$ cat src/rtl/nand_from_basic_unit.sv
// nand_from_basic_unit
// Registered NAND/AND/NOT primitive that sits between two valid/ready
// streams. The AND stage feeds a NOT stage, so the NAND result is always
// the inverse of the AND-stage output rather than an independent gate.
//
// Optional build macro: STAGE_REG_EN
//   undefined : one register slot, 1-cycle latency,
//               in_ready = !out_valid | out_ready
//   defined   : extra register between the AND and NOT stages, 2-cycle
//               latency, 2-entry chain with per-stage valid bits
// Results are identical in both builds; only latency and buffering differ.
module nand_from_basic_unit #(
    parameter int WIDTH = 1
) (
    input  logic             clk,
    input  logic             rst,
    input  logic             in_valid,
    output logic             in_ready,
    input  logic [WIDTH-1:0] a,
    input  logic [WIDTH-1:0] b,
    input  logic [1:0]       op,
    output logic             out_valid,
    input  logic             out_ready,
    output logic [WIDTH-1:0] y,
    output logic [WIDTH-1:0] y_and,
    output logic [WIDTH-1:0] y_nand,
    output logic             illegal_op
);

    localparam logic [1:0] OP_AND  = 2'b00;
    localparam logic [1:0] OP_NOTA = 2'b01;
    localparam logic [1:0] OP_NAND = 2'b10;
    localparam logic [1:0] OP_RSVD = 2'b11;

    // NOT stage: plain bitwise inversion, shared by the NAND path and NOT(a).
    function automatic logic [WIDTH-1:0] not_stage(input logic [WIDTH-1:0] v);
        return ~v;
    endfunction

    // Result select; the reserved code behaves like NAND.
    function automatic logic [WIDTH-1:0] sel_result(
        input logic [1:0]       op_v,
        input logic [WIDTH-1:0] and_v,
        input logic [WIDTH-1:0] not_a_v,
        input logic [WIDTH-1:0] nand_v
    );
        logic [WIDTH-1:0] r;
        case (op_v)
            OP_AND:  r = and_v;
            OP_NOTA: r = not_a_v;
            OP_NAND: r = nand_v;
            default: r = nand_v;
        endcase
        return r;
    endfunction

    logic             accept;
    logic [WIDTH-1:0] and_p0;
    logic [WIDTH-1:0] not_a_p0;

    assign accept   = in_valid & in_ready;
    assign and_p0   = a & b;
    assign not_a_p0 = not_stage(a);

    // Sticky illegal-op flag: set by an accepted reserved opcode, cleared only by reset.
    always_ff @(posedge clk) begin
        if (rst) begin
            illegal_op <= 1'b0;
        end else if (accept && (op == OP_RSVD)) begin
            illegal_op <= 1'b1;
        end
    end

`ifdef STAGE_REG_EN

    // ---- stage 1: registered AND result, NOT(a) and op
    logic             vld_p1;
    logic [WIDTH-1:0] and_p1;
    logic [WIDTH-1:0] not_a_p1;
    logic [1:0]       op_p1;
    logic [WIDTH-1:0] nand_p1;

    // ---- stage 2: output register
    logic             vld_p2;
    logic [WIDTH-1:0] y_p2;
    logic [WIDTH-1:0] and_p2;
    logic [WIDTH-1:0] nand_p2;
    logic             adv_p2;

    // Output stage takes a new beat when it is empty or being drained.
    assign adv_p2   = !vld_p2 | out_ready;
    // Stage 1 accepts when it is empty or its beat moves on this cycle.
    assign in_ready = !vld_p1 | adv_p2;
    assign nand_p1  = not_stage(and_p1);

    // Stage 1 register: captures the AND-stage output on accept.
    always_ff @(posedge clk) begin
        if (rst) begin
            vld_p1   <= 1'b0;
            and_p1   <= '0;
            not_a_p1 <= '0;
            op_p1    <= '0;
        end else if (in_ready) begin
            vld_p1 <= in_valid;
            if (in_valid) begin
                and_p1   <= and_p0;
                not_a_p1 <= not_a_p0;
                op_p1    <= op;
            end
        end
    end

    // Stage 2 register: NOT stage result and final select; holds while stalled.
    always_ff @(posedge clk) begin
        if (rst) begin
            vld_p2  <= 1'b0;
            y_p2    <= '0;
            and_p2  <= '0;
            nand_p2 <= '0;
        end else if (adv_p2) begin
            vld_p2 <= vld_p1;
            if (vld_p1) begin
                and_p2  <= and_p1;
                nand_p2 <= nand_p1;
                y_p2    <= sel_result(op_p1, and_p1, not_a_p1, nand_p1);
            end
        end
    end

    assign out_valid = vld_p2;
    assign y         = y_p2;
    assign y_and     = and_p2;
    assign y_nand    = nand_p2;

`else

    // ---- stage 1: single output register slot
    logic             vld_p1;
    logic [WIDTH-1:0] y_p1;
    logic [WIDTH-1:0] and_p1;
    logic [WIDTH-1:0] nand_p1;
    logic [WIDTH-1:0] nand_p0;

    assign nand_p0  = not_stage(and_p0);
    // Refill is allowed in the same cycle the held beat drains.
    assign in_ready = !vld_p1 | out_ready;

    // Output slot: load on accept, clear valid on drain, otherwise hold.
    always_ff @(posedge clk) begin
        if (rst) begin
            vld_p1  <= 1'b0;
            y_p1    <= '0;
            and_p1  <= '0;
            nand_p1 <= '0;
        end else if (accept) begin
            vld_p1  <= 1'b1;
            and_p1  <= and_p0;
            nand_p1 <= nand_p0;
            y_p1    <= sel_result(op, and_p0, not_a_p0, nand_p0);
        end else if (out_ready) begin
            vld_p1 <= 1'b0;
        end
    end

    assign out_valid = vld_p1;
    assign y         = y_p1;
    assign y_and     = and_p1;
    assign y_nand    = nand_p1;

`endif

endmodule

$ cat config.mk
export PLATFORM = sky130hd
export DESIGN_NAME = nand_from_basic_unit
export DESIGN_NICKNAME = d
export VERILOG_FILES = /design/src/rtl/nand_from_basic_unit.sv
export SDC_FILE = /design/constraint.sdc
export NUM_CORES = 1
export LEC_CHECK = 0
export CAP_MARGIN = 40
export CORE_AREA = 4 4 41 43
export CTS_BUF_LIST = sky130_fd_sc_hd__clkbuf_4 sky130_fd_sc_hd__clkbuf_8 sky130_fd_sc_hd__clkbuf_16
export CTS_CLUSTER_DIAMETER = 50
export CTS_CLUSTER_SIZE = 16
export DETAILED_ROUTE_END_ITERATION = 6
export DIE_AREA = 0 0 45 47
export PLACE_DENSITY = 0.45
export SETUP_SLACK_MARGIN = 0.15
export SYNTH_ARGS = -nofsm -noshare
export SYNTH_HDL_FRONTEND = slang
export SYNTH_SLANG_ARGS = --single-unit
$ cat constraint.sdc
create_clock -name clk -period 2.8 [get_ports clk]
set_input_delay 0.42 -clock clk [delete_from_list [all_inputs] [get_ports clk]]
set_output_delay 0.42 -clock clk [all_outputs]
set_load 0.1 [all_outputs]
==> reports/results.env, run 1 <==
FIN_CELLS=55
STARTPOINT_TYPE='input pin'
P_LEAK_nW=0.165
DIE_WIDTH_UM=45
FIN_SKEW_NS=0.00242
INTERNAL_POWER_mW=0.161
REMAINING_DRC_ERRORS=0
DRV_SLEW=0
SYNTH_AREA_PER_CELL_SQ_UM=9.41
SYNTH_TOP_FAMILY_BY_AREA='simple AND/OR/NAND/NOR gates'
BUFFER_PORTS.INSERTED=13
OUTCOME='completed'
NETSWITCHINGPOWER_mW=0.0826
TIMING.FINAL.SETUP_VIOLATIONS=0
WORSTHOLDSTART='y_and$_SDFFE_PP0P_'
FLOORPLAN.ROWS=13
FINAL-SEQ-AREA_SQ_UM=100
LARGEST_NET_DEGREE_AT_THE_START_OF_GLOBAL_ROUTING=7
POWER.COMBINATIONAL.FRACTION_PCT=29.2
CRITICAL_PATH.MAX_FANOUT=6
GRT_FIRST_PASS_WIRELENGTH_UM=883
YOSYSWARNINGS=0
AREA_DELTA_SYNTH_FINAL_PCT=75.7
GRT.TOTAL_USAGE_PCT=6.47
SYN-INSTANCE-COUNT=23
FINAL_MIN_PERIOD_OVER_CLOCK_PERIOD_PCT=64.2
YOSYS-TOP-CELLS-AREA='sky130_fd_sc_hd__dfxtp_1 (46%), sky130_fd_sc_hd__and3b_1 (8.1%), sky130_fd_sc_hd__nor2b_4 (6.4%), sky130_fd_sc_hd__a21oi_1 (4.6%), sky130_fd_sc_hd__o21ai_0 (4.6%)'
FILL_CELLS=144
AREA_FRACTION_IN_AND_OR_NAND_AND_NOR_CELLS_AFTER_SYNTHESIS_PCT=30.6
WORST_PIN_SLEW_NS=0.280
CLK_TRANSITION_REPORTED_PATHS_NS=0.04
YOSYSSEQAREASHARE_PCT=46.2
SYNTHADDERAREAFRAC_PCT=0
INITIAL_UTILIZATION_PCT=16.6
NUMBER_OF_BUFFERS_ADDED_TO_FIX_HOLD_VIOLATIONS_AFTER_CTS=0
R2R_SLACK_NS=1.81
CLOCK_SINK_COUNT=5
SYNTHMUXAREASHARE_PCT=0
SHARE_CLK_OF_TOTAL_POWER_PCT=38.7
VIAS_AFTER_DETAILED_ROUTING=237
ANTENNADIODECOUNT=0
FRACTION_OF_FINAL_LAYOUT_CELLS_WITH_DRIVE_STRENGTH_GREATER_THAN_1_PCT=30.0
ROUTEDWLPERCELL_UM=9.62
MAX_FREQ_MHz=556
REQUIRED_NS=2.38
POWER.DENSITY_CELL_AREA_nW_PER_UM2=642
DIE_EXTENT_IN_Y_UM=47
POSTSYNTHNETCOUNT=31
PLACE.DETAILED.INSTANCES=51
UNREPAIRED_SETUP_ENDPOINTS_AFTER_GLOBAL_ROUTING='false'
MAX_SLEW_MARGIN_PCT=81.5
CTS.REPAIR.RESIZED=0
GP_ROUTABILITY_CONGESTION=0.667
CLKLATENCYLATEPIN_NS=0.25
POWER.SWITCHING_FRACTION_PCT=33.8
FINAL_CRITICAL_PATH_SETUP_SLACK_NS=1.00
DETAIL_ROUTE.VIAS_PER_CELL=4.31
SYNTH_LARGEST_TYPE_AREA_FRACTION_PCT=46.2
CTS_MAX_LEVEL=1
MIN_PERIOD_NS=1.80
GRT_ANTENNA_BEFORE_REPAIR=0
DETAILEDROUTE.FIRSTPASSITERATIONCOUNT=3
GRT_PASS1_VIAS=238
GLOBALROUTE.TOTALOVERFLOW=0
FIN_NETS=49
POST-SYNTH-TOP-AREA-CELL='sky130_fd_sc_hd__dfxtp_1'
DP_WORST_SETUP_SLACK_NS=1.01
DETAIL-ROUTE-ANTENNA-NETS=0
WL_UM=529
POWER.IR.VDD_WORST_uV=319
DR.FIRST_ITER.DRC_COUNT=5
HPWL_UM=411
SETUP.WORST_PATH.END_CLASS='output port'
SETUP_TOTAL_NEGATIVE_SLACK_NS=0
CTS_SETUP_BUFFERS=0
HOLD_VIOLATIONS=0
STARTPOINT_OF_THE_MOST_CRITICAL_SETUP_PATH='out_ready'
CORE_AREA_SQ_UM=1300
XOR_XNOR_FRACTION_OF_SYNTH_AREA_PCT=0
TRITONCTS='done'
POSTPLACECELLAREA_SQ_UM=350
YOSYSUNIQUECELLTYPES=16
SYNTH_COMPOUND_AREA_SHARE_PCT=19.7
FLOORPLAN.IO_PINS=14
DESIGN_AREA_SQ_UM=380
REG2REG_FROM='out_valid$_SDFFE_PP0P_'
SYNTH-SEQ-CELLS=5
FLOORPLAN.DIE_AREA_SQ_UM=2120
CRITICAL_PATH_CLASS='in -> out'
CLOCK_TREE.ROOT_CELL='sky130_fd_sc_hd__clkbuf_4'
TIMING.HOLD.WORST.CLASS='reg -> reg'
CTS_INSERTED_BUFFERS=3
SYN_AREA_SQ_UM=216
SEQ_POWER_SHARE_PCT=32.1
WORSTPATHARRIVAL_NS=1.38
AREA_TAKEN_BY_MULTI_INPUT_LOGIC_GATES_SQ_UM=109
DRV_CAP=0
CTS.PATH.MAX_BUFFERS=2
## worst max-delay path, cell delays in order
cell and delay [ns]:
sky130_fd_sc_hd__clkdlybuf4s50_1 0.51, sky130_fd_sc_hd__nor2b_4 0.06, sky130_fd_sc_hd__inv_2 0.09, sky130_fd_sc_hd__buf_4 0.30
## path summary, 6_finish.rpt
kind,end,cells past startpoint
worst max-delay path,in_ready,4
worst min-delay path,y_and$_SDFFE_PP0P_,2
worst max register to register,y_nand$_SDFFE_PP0P_,4
worst min register to register,y_and$_SDFFE_PP0P_,2
## sequential cells by signal, indices dropped and copies added (netlist names)
signal      cells
illegal_op      1
y               1
y_and           1
out_valid       1
y_nand          1
## cells in the mapped netlist
library cell,instances
sky130_fd_sc_hd__a21o_1,1
sky130_fd_sc_hd__a21oi_1,2
sky130_fd_sc_hd__a41oi_1,1
sky130_fd_sc_hd__and3b_1,2
sky130_fd_sc_hd__dfxtp_1,5
sky130_fd_sc_hd__inv_1,1
sky130_fd_sc_hd__inv_2,1
sky130_fd_sc_hd__nand3_1,1
sky130_fd_sc_hd__nand4_1,1
sky130_fd_sc_hd__nand4b_1,1
sky130_fd_sc_hd__nor2_1,1
sky130_fd_sc_hd__nor2b_1,1
sky130_fd_sc_hd__nor2b_4,1
sky130_fd_sc_hd__nor3_1,1
sky130_fd_sc_hd__o21ai_0,2
sky130_fd_sc_hd__o22ai_1,1
## cells by family (layout without fill, tap and decap cells)
family                 Yosys count  in the layout
AND/OR/NAND/NOR                  9              9
AO/OA/AOI/OAI                    7              7
flip-flops                       5              5
buffers and inverters            2             19
## through the flow
| step | power [mW] | hold WS [ns] | util, % |
|---|---|---|---|
| 2_1_floorplan | 0.128 | 0.489 | - |
| 3_3_place_gp | 0.151 | 0.469 | 26.9 |
| 3_5_place_dp | 0.151 | 0.467 | 26.9 |
| 4_1_cts | 0.248 | 0.479 | 29.2 |
| 5_1_grt | 0.259 | 0.533 | 29.2 |
| 6_report | 0.244 | 0.475 | 29.2 |
## placed cells by master (no fill, tap or decap), drive strengths merged
cell,instances
a41oi,1
clkbuf,4
nand3,1
nor2,1
nand4b,1
clkdlybuf4s50,7
buf,6
o22ai,1
nand4,1
dfxtp,5
a21o,1
inv,2
and3b,2
o21ai,2
nor2b,2
a21oi,2
nor3,1
## cell type report
type | count | area share [%]
repair buffers | 13 | 30.3
inverters | 2 | 1.97
clock buffers | 4 | 7.89
multi-input cells | 16 | 28.6
flip-flops and latches | 5 | 26.3
well taps | 15 | 4.93
## layer usage
layer  part of all wire [%]  up-vias  track usage [%]
met3                     16        4             5.75
met4                    2.6        0             5.26
met1                     44       98             6.58
met2                     36       15             8.19
met5                      0        -                0
li1                       -      120                -
## power by group through the flow
stage,Combinational (mW),Sequential [mW],Clock (mW)
after CTS,0.0718,0.0783,0.0983
after detailed placement,0.0718,0.0795,0
after global routing,0.0745,0.0785,0.106
after global placement,0.0719,0.0793,0
after floorplan,0.0157,0.112,0
final,0.0714,0.0782,0.0945
Note: power is estimated with default switching activity, not from simulation.
==> run 2, diff against run 1 <==
--- a/config.mk
+++ b/config.mk
@@ -12,7 +12,7 @@
 export CTS_CLUSTER_SIZE = 16
 export DETAILED_ROUTE_END_ITERATION = 6
 export DIE_AREA = 0 0 45 47
-export PLACE_DENSITY = 0.45
+export PLACE_DENSITY = 0.47
 export SETUP_SLACK_MARGIN = 0.15
 export SYNTH_ARGS = -nofsm -noshare
 export SYNTH_HDL_FRONTEND = slang
==> constraint.sdc (replaced) <==
create_clock -name clk -period 1.5 [get_ports clk]
set_input_delay 0.225 -clock clk [delete_from_list [all_inputs] [get_ports clk]]
set_output_delay 0.225 -clock clk [all_outputs]
set_load 0.1 [all_outputs]
==> run 2 against run 1 <==
  * First-iteration DRC count fell by 80%
  * Sequential share of layout area decreased by 3.7 points
  * Global-route usage rose by 0.23 points
  * Clock power increased by 92%
  * Count of clock-buffer cells in the layout unchanged
  * Die area unchanged
  * Sequential power increased by 93%
  * Largest power group unchanged
  * Design area grew 22%
  * Critical path type unchanged
==> reports/results.env, run 2 (synthesis results as in run 1) <==
PEAK_PER_STAGE_DELAY_ON_THE_CRITICAL_PATH_NS=0.45  # -0.06 ns
DRV_SLEW=0  # unchanged
WL_UM=557  # +5.3%
CLKLATENCYLATEPIN_NS=0.25  # about the same
OUTCOME='completed'
DP_WORST_SETUP_SLACK_NS=0.142  # -0.872 ns
STARTPOINT_TYPE='input pin'
GRT.TOTAL_USAGE_PCT=6.70  # +0.23 points
FILL_CELLS=137  # -4.9%
GRT_ANTENNA_BEFORE_REPAIR=0  # unchanged
ANTENNADIODECOUNT=0  # unchanged
GRT_FIRST_PASS_WIRELENGTH_UM=959  # +8.6%
FLOORPLAN.IO_PINS=14  # unchanged
WORSTPATHARRIVAL_NS=1.07  # -0.31 ns
REQUIRED_NS=1.27  # -1.11 ns
WORST_PIN_SLEW_NS=0.198  # -0.0817 ns
FLOORPLAN.ROWS=13  # unchanged
CLOCK_SINK_COUNT=5  # unchanged
DRV_CAP=0  # unchanged
CTS_SETUP_BUFFERS=0  # unchanged
FIN_CELLS=55  # unchanged
ROUTEDWLPERCELL_UM=10.1  # +5.3%
FIN_SKEW_NS=0.00185  # -0.000571 ns
CORE_AREA_SQ_UM=1300  # unchanged
DETAIL-ROUTE-ANTENNA-NETS=0  # unchanged
HOLD_VIOLATIONS=0  # unchanged
PATH_BUF_INV=3  # unchanged
AREA_DELTA_SYNTH_FINAL_PCT=115
FRACTION_OF_FINAL_LAYOUT_CELLS_WITH_DRIVE_STRENGTH_GREATER_THAN_1_PCT=35.0  # +5.0 points
COMMONEST_CELLS_AFTER_ROUTING_FILL_AND_TAPS_ASIDE='sky130_fd_sc_hd__clkdlybuf4s50_1 (7), sky130_fd_sc_hd__buf_12 (6), sky130_fd_sc_hd__clkbuf_4 (4)'
LARGEST_NET_DEGREE_AT_THE_START_OF_GLOBAL_ROUTING=7  # unchanged
POWER.IR.VDD_WORST_uV=443  # +39%
FIN_NETS=49  # unchanged
MIN_PERIOD_NS=1.30
CRITICAL_PATH_CLASS='in -> out'
CTS_MAX_LEVEL=1  # unchanged
GLOBALROUTE.TOTALOVERFLOW=0  # unchanged
CTS.REPAIR.RESIZED=0  # unchanged
CLOCK_TREE.ROOT_CELL='sky130_fd_sc_hd__clkbuf_4'
DETAILEDROUTE.FIRSTPASSITERATIONCOUNT=2  # -1
TRITONCTS='done'
TIMING.HOLD.WORST.CLASS='reg -> reg'
TIMING.FINAL.SETUP_VIOLATIONS=0  # unchanged
CLK_TRANSITION_REPORTED_PATHS_NS=0.05  # about the same
FINAL_MIN_PERIOD_OVER_CLOCK_PERIOD_PCT=86.6
POWER.DENSITY_CELL_AREA_nW_PER_UM2=1050  # +64%
DIE_WIDTH_UM=45  # unchanged
VIAS_AFTER_DETAILED_ROUTING=247  # +4.2%
HPWL_UM=456  # +11%
GP_ROUTABILITY_CONGESTION=0.674  # +0.93%
DIE_EXTENT_IN_Y_UM=47  # unchanged
PLACE.DETAILED.INSTANCES=51  # unchanged
MAX_SLEW_MARGIN_PCT=86.7  # +5.2 points
CTS_INSERTED_BUFFERS=3  # unchanged
DR.FIRST_ITER.DRC_COUNT=1  # -4
MOST_COMMON_CELL_AFTER_LAYOUT_FILL_AND_TAPS_ASIDE='sky130_fd_sc_hd__clkdlybuf4s50_1'
INITIAL_UTILIZATION_PCT=16.6  # unchanged
WORST_PATH_DOMINANT_CELL_FAMILY='buffers and inverters'
CRIT_CHAIN='clkdlybuf4s50_1, nor2b_4, inv_6, buf_12'
DETAIL_ROUTE.VIAS_PER_CELL=4.49  # +4.2%
WHS_NS=0.507  # +0.0318 ns
CTS.PATH.MAX_BUFFERS=2  # unchanged
P_LEAK_nW=0.190  # +15%
CRITICAL-PATH-SLOWEST-CELL='sky130_fd_sc_hd__clkdlybuf4s50_1'
FLOORPLAN.DIE_AREA_SQ_UM=2120  # unchanged
NUMBER_OF_BUFFERS_ADDED_TO_FIX_HOLD_VIOLATIONS_AFTER_CTS=0  # unchanged
UNREPAIRED_SETUP_ENDPOINTS_AFTER_GLOBAL_ROUTING='false'
DESIGN_POWER_TOTAL_mW=0.491  # +100%
REMAINING_DRC_ERRORS=0  # unchanged
MAX_FREQ_MHz=769
CRITICAL_PATH.MAX_FANOUT=6  # unchanged
BUFFER_PORTS.INSERTED=13  # unchanged
GRT_PASS1_VIAS=253  # +6.3%
SETUP_TOTAL_NEGATIVE_SLACK_NS=0  # unchanged
AREA_TAKEN_BY_MULTI_INPUT_LOGIC_GATES_SQ_UM=109  # unchanged
SETUP.WORST_PATH.END_CLASS='output port'
FINAL-SEQ-AREA_SQ_UM=105  # +5.0%
FINAL_CRITICAL_PATH_SETUP_SLACK_NS=0.200  # -0.802 ns
==> run 2: path summary, 6_finish.rpt <==
kind	startpoint	endpoint	slack, ns	depth (start not counted)
worst min register to register	y$_SDFFE_PP0P_	y$_SDFFE_PP0P_	0.51	2
worst max register to register	out_valid$_SDFFE_PP0P_	y_nand$_SDFFE_PP0P_	0.46	4
worst max-delay path	out_ready	in_ready	0.20	4
worst min-delay path	y$_SDFFE_PP0P_	y$_SDFFE_PP0P_	0.51	2
==> run 2: area by class of cell <==
class	count	area share [%]
clock buffer	4	6.45
inverter	2	2.69
timing repair buffer	13	40.9
multi-input combinational	16	23.4
tap	15	4.03
sequential	5	22.6
==> run 2: routing by layer <==
layer / GRT usage, % / up-vias / routed length (um)
li1: - / 121 / -
met1: 7.24 / 108 / 234
met2: 8.47 / 16 / 217
met3: 4.21 / 2 / 84
met4: 7.02 / 0 / 20
met5: 0 / - / 0
==> run 2: tightest hold or removal path: stages, from the launching register on <==
cell and delay [ns]:
sky130_fd_sc_hd__dfxtp_2 0.33, sky130_fd_sc_hd__o21ai_0 0.07, sky130_fd_sc_hd__o22ai_1 0.07
==> run 2: metrics by stage <==
| step | utilization, % | area (sq um) |
|---|---|---|
| final | 35.8 | 465 |
| after global routing | 35.8 | 465 |
| after CTS | 35.8 | 465 |
| after detailed placement | 33.5 | 435 |
| after global placement | 33.5 | 435 |
| after floorplan | - | 226 |
==> run 2: power breakdown <==
group	internal, mW	switching, mW
combinational	0.0655	0.0940
clock	0.119	0.0618
sequential	0.142	0.00875
